==> src/rtl/serial_subtractor_pkg.sv <==
// Shared definitions for the bit-serial subtractor: FSM state encoding and
// the default operand width.
package serial_subtractor_pkg;

    typedef enum logic [1:0] {
        ST_IDLE = 2'd0,
        ST_RUN  = 2'd1,
        ST_DONE = 2'd2
    } state_t;

    localparam int DEFAULT_WIDTH = 8;

endpackage

==> src/rtl/serial_subtractor_full_subtractor.sv <==
// Single-bit full subtractor: d = x - y - bin, with borrow-out.
// Purely combinational; the serial datapath registers around it.
module full_subtractor (
    input  logic x,
    input  logic y,
    input  logic bin,
    output logic d,
    output logic bout
);

    assign d    = x ^ y ^ bin;
    assign bout = (~x & y) | (~(x ^ y) & bin);

endmodule

==> src/rtl/serial_subtractor.sv <==
// Bit-serial N-bit subtractor (diff = a - b, LSB first) with start/busy/done handshake.
// Define SERIAL_SUB_OVF_EN to add the registered signed-overflow output ovf.
module serial_subtractor
    import serial_subtractor_pkg::*;
#(
    parameter  int WIDTH = DEFAULT_WIDTH,
    localparam int CNT_W = $clog2(WIDTH + 1)
) (
    input  logic             clk,
    input  logic             rst,
    input  logic             start,
    input  logic [WIDTH-1:0] a,
    input  logic [WIDTH-1:0] b,
    output logic             busy,
    output logic             done,
    output logic [WIDTH-1:0] diff,
    output logic             borrow
`ifdef SERIAL_SUB_OVF_EN
    ,
    output logic             ovf
`endif
);

    state_t state, next_state;

    logic [WIDTH-1:0] a_sh, b_sh, res_sh, res_next;
    logic [CNT_W-1:0] cnt;
    logic             bin_q;
    logic             cell_d, cell_bout;
    logic             last_bit;

    full_subtractor u_cell (
        .x    (a_sh[0]),
        .y    (b_sh[0]),
        .bin  (bin_q),
        .d    (cell_d),
        .bout (cell_bout)
    );

    assign res_next = {cell_d, res_sh[WIDTH-1:1]};
    assign last_bit = (cnt == CNT_W'(WIDTH - 1));
    assign busy     = (state == ST_RUN);
    assign done     = (state == ST_DONE);

    always_ff @(posedge clk or negedge rst) begin
        if (!rst) begin
            state <= ST_IDLE;
        end else begin
            state <= next_state;
        end
    end

    always_comb begin
        next_state = state;
        case (state)
            ST_IDLE: if (start)    next_state = ST_RUN;
            ST_RUN:  if (last_bit) next_state = ST_DONE;
            ST_DONE:               next_state = ST_IDLE;
            default:               next_state = ST_IDLE;
        endcase
    end

    // Outputs are only written on the final RUN edge so they never show partial results.
    always_ff @(posedge clk or negedge rst) begin
        if (!rst) begin
            a_sh   <= '0;
            b_sh   <= '0;
            res_sh <= '0;
            bin_q  <= 1'b0;
            cnt    <= '0;
            diff   <= '0;
            borrow <= 1'b0;
        end else begin
            case (state)
                ST_IDLE: begin
                    if (start) begin
                        a_sh   <= a;
                        b_sh   <= b;
                        res_sh <= '0;
                        bin_q  <= 1'b0;
                        cnt    <= '0;
                    end
                end
                ST_RUN: begin
                    a_sh   <= a_sh >> 1;
                    b_sh   <= b_sh >> 1;
                    res_sh <= res_next;
                    bin_q  <= cell_bout;
                    cnt    <= cnt + CNT_W'(1);
                    if (last_bit) begin
                        diff   <= res_next;
                        borrow <= cell_bout;
                    end
                end
                default: begin
                end
            endcase
        end
    end

`ifdef SERIAL_SUB_OVF_EN
    logic a_msb, b_msb;

    // Operand sign bits are shifted out during RUN, so they are kept separately.
    always_ff @(posedge clk or negedge rst) begin
        if (!rst) begin
            a_msb <= 1'b0;
            b_msb <= 1'b0;
            ovf   <= 1'b0;
        end else begin
            if (state == ST_IDLE && start) begin
                a_msb <= a[WIDTH-1];
                b_msb <= b[WIDTH-1];
            end
            if (state == ST_RUN && last_bit) begin
                ovf <= (a_msb != b_msb) && (cell_d != a_msb);
            end
        end
    end
`endif

endmodule

==> config.mk <==
export PLATFORM = sky130hd
export DESIGN_NAME = serial_subtractor
export DESIGN_NICKNAME = d
export VERILOG_FILES = /design/src/rtl/serial_subtractor_pkg.sv /design/src/rtl/serial_subtractor_full_subtractor.sv /design/src/rtl/serial_subtractor.sv
export SDC_FILE = /design/constraint.sdc
export NUM_CORES = 1
export LEC_CHECK = 0
export CAP_MARGIN = 5
export CORE_MARGIN = 5
export CORE_UTILIZATION = 40
export CTS_CLUSTER_SIZE = 24
export DETAILED_ROUTE_END_ITERATION = 6
export PLACE_DENSITY = 0.66
export SLEW_MARGIN = 20
export SYNTH_ARGS = -nofsm -noshare
export SYNTH_HDL_FRONTEND = slang
export SYNTH_SLANG_ARGS = --single-unit
==> constraint.sdc <==
create_clock -name clk -period 1.4 [get_ports clk]
set_clock_uncertainty 0.05 [all_clocks]
set_input_delay 0.14 -clock clk [delete_from_list [all_inputs] [get_ports clk]]
set_output_delay 0.14 -clock clk [all_outputs]
set_load 0.01 [all_outputs]
==> metrics.yaml <==
clock_network:
  clkLatencyLatePin_ns: 0.29
  cts_root_buf: "clkbuf_8"
  cts_inserted_buffers: 5
  cts.sinks: 39
  htree_levels: 2
  clockBufferDepth: 2
  clkSlewWorstSetupHoldPaths_ns: 0.08
  cts_tree: "done"
setup_path:
  required_ns: 1.52
  critical_path_class: "reg2reg"
  crit_fanout: 10
  cp-start-kind: "flop"
  critPathCaptureType: "flop"
  cp.arrival_ns: 1.55
logic_synthesis:
  ys_ff_latch: 39
  syn_nets: 175
  ys_seq_area_frac: 0.5616
  synth_cell_type_count: 27
  avgSynthCellArea_um2: 11.29
  synth_top_area_cell: "dfrtp_1"
  yosysTopAreaCellShare: 0.5616
  yosys-top-cells-area: "dfrtp_1, nor2b_1, a22oi_1"
  syn_area_um2: 1738
  yosys_warnings: 0
  syn_inst: 154
pwr:
  p_leak_nw: 1.127
  ir_worst_vdd_v: 0.001037
  pwr_density_cell_nw_per_um2: 1866
detailed_routing:
  wl_per_cell_um: 16.63
  drt-total-wl_um: 4208
  firstDrtPassIters: 4
  drc_errors: 0
  drtIter0Drc: 72
  viasPerCell: 5.439
  drtAntennaViolNets: 0
  num_vias: 1376
min_path:
  min_path_type: "in2async"
die:
  boundaryPins: 30
  core_area_um2: 4294
  die_w_um: 75.92
  initial_core_util: 0.4047
  dieArea_um2: 5763
  rows: 24
  die_y_um: 75.92
sta:
  finalSetupViolCount: 7
  setup_ws_ns: -0.03584
  hold_violations: 0
  period_needed_ns: 1.436
  slew_headroom: 0.7155
  min_period_over_period: 1.026
  worst_slew_pin_slew_ns: 0.4267
  max_freq_mhz: 696.5
  rsz0062_at_grt: "yes"
  slew_viol_final: 0
grt:
  grt_start_max_net_pins: 24
  grt_first_pass_wirelength_um: 7100
  antenna_found_initial: 0
  grt_usage: 0.1489
  gr-total-overflow: 0
  grt_pass1_vias: 1492
finish:
  insertedDiodeCount: 0
  nets: 221
  fillers: 395
  area_growth_pct: 35.20
  instances_no_fill: 253
  drive_above_1_share: 0.2189
run:
  maxCapViolCount: 0
place:
  port_buffers: 29
  dpl.cell_count: 242
  gp_congestion: 0.7559
  dp_hpwl_um: 2887
  pre_cts_ws_ns: -0.09585
run_status:
  outcome: "complete, but fails checks"
  failed_checks: "setup timing"
[worst paths after layout]
| path | startpoint | to | slack, ns | cells after the start |
|---|---|---|---|---|
| max reg2reg | cnt[0] | diff[2] | -0.04 | 5 |
| min | rst | b_sh[6] | 0.27 | 2 |
| min in group clk | a[4] | a_sh[4] | 0.43 | 3 |
| max in group asynchronous | rst | cnt[2] | 0.57 | 3 |
| max | cnt[0] | diff[2] | -0.04 | 5 |
| min reg2reg | diff[4] | diff[4] | 0.46 | 1 |
[worst max-delay path: stages (launching register included)]
cell and delay, ns:
dfrtp_1 0.36, ha_2 0.21, nand2_4 0.07, nor3_4 0.15
buf_12 0.16, mux2_2 0.33
[cells in the mapped netlist]
library cell / n
dfrtp_1: 39
nor2b_1: 17
a21oi_1: 16
o21ai_0: 16
a22oi_1: 14
a22o_1: 9
mux2_2: 9
inv_1: 5
nand2_1: 5
clkbuf_1: 4
buf_1: 2
buf_2: 2
nor2_1: 2
a2bb2oi_1: 1
a31oi_1: 1
a41oi_1: 1
buf_4: 1
clkbuf_2: 1
fa_1: 1
ha_1: 1
mux2i_1: 1
nand2b_4: 1
nand3_1: 1
nor3_4: 1
o21ai_1: 1
o21bai_1: 1
o22ai_1: 1
[power by group]
part	internal (mW)	leakage (nW)	switching [mW]
clock network	0.348	0.0412	0.372
logic	0.996	0.583	0.825
registers	1.55	0.503	0.297
total	2.89	1.13	1.49
[logic make-up after synthesis]
family | after synthesis | synth area share
buffers and inverters | 15 | 0.03672
multiplexers | 10 | 0.06408
AND/OR/NAND/NOR | 27 | 0.09647
AO/OA/AOI/OAI | 61 | 0.2225
adder cells (fa/ha/maj) | 2 | 0.01872
flip-flops | 39 | 0.5616
[area by class of cell]
type	count	area (µm²)	share of cell area
multi-input combinational	100	715.7	0.3046
clock inverter	2	12.51	0.005325
sequential	39	975.9	0.4153
clock buffer	6	72.57	0.03088
tap	52	65.06	0.02769
inverter	5	18.77	0.007987
timing repair buffer	49	489.2	0.2082
[cell usage in the layout, fill, tap and decap left out]
cell and instances:
ha_2 1, nand2_4 1, o21ai_1 2, nor2_1 2
nor3_4 1, o21bai_2 1, clkbuf_1 1, o22ai_1 1
a41oi_1 1, nand2_1 4, clkbuf_8 5, inv_1 4
nand3_1 1, dlymetal6s2s_1 8, a21oi_1 16, nand2b_4 1
nor2b_1 17, clkdlybuf4s50_1 17, dfrtp_1 39, dlygate4sd2_1 1
clkinv_2 1, buf_2 2, a31oi_1 1, inv_2 1
clkinvlp_4 1, buf_6 1, o21ai_0 15, clkdlybuf4s15_2 1
buf_12 2, dlygate4sd3_1 1, buf_8 1, fa_1 1
a22o_1 9, a22oi_1 14, mux2_2 8, buf_4 15
a2bb2oi_1 1, mux2_4 1, mux2i_1 1
[metrics by stage]
step,utilization,power (mW),TNS (ns),instance area [µm²],hold slack [ns]
floorplan,-,2.794,-0.7636,1738,-0.2056
global placement,0.5114,3.508,-0.2135,2196,0.04921
detailed placement,0.5114,3.588,-1.150,2196,0.05201
global route,0.5472,4.716,-0.6893,2350,0.3029
CTS,0.5367,4.372,-0.2128,2305,0.2797
finish,0.5472,4.384,-0.1976,2350,0.2662
[state kept, by name, summed over array words and instances (netlist names)]
name	count
cnt	4
bin_q	1
a_sh	8
diff	8
res_sh	7
b_sh	8
borrow	1
state	2
[repair_timing]
action,CTS,global route
hold buffers,1,0
gates resized for setup,11,15
buffers inserted,0,2
endpoints found under the setup margin,13,21
endpoints found under the hold margin,16,0
gates cloned,0,0
[routing by layer]
metal / part of all wire / track usage / up-vias
met5: 0 / 0 / -
met4: 0.011 / 0.03915 / 0
met3: 0.049 / 0.04265 / 6
met2: 0.51 / 0.2414 / 44
met1: 0.42 / 0.1945 / 681
li1: - / - / 645
Power figures use the tool's default switching activity.
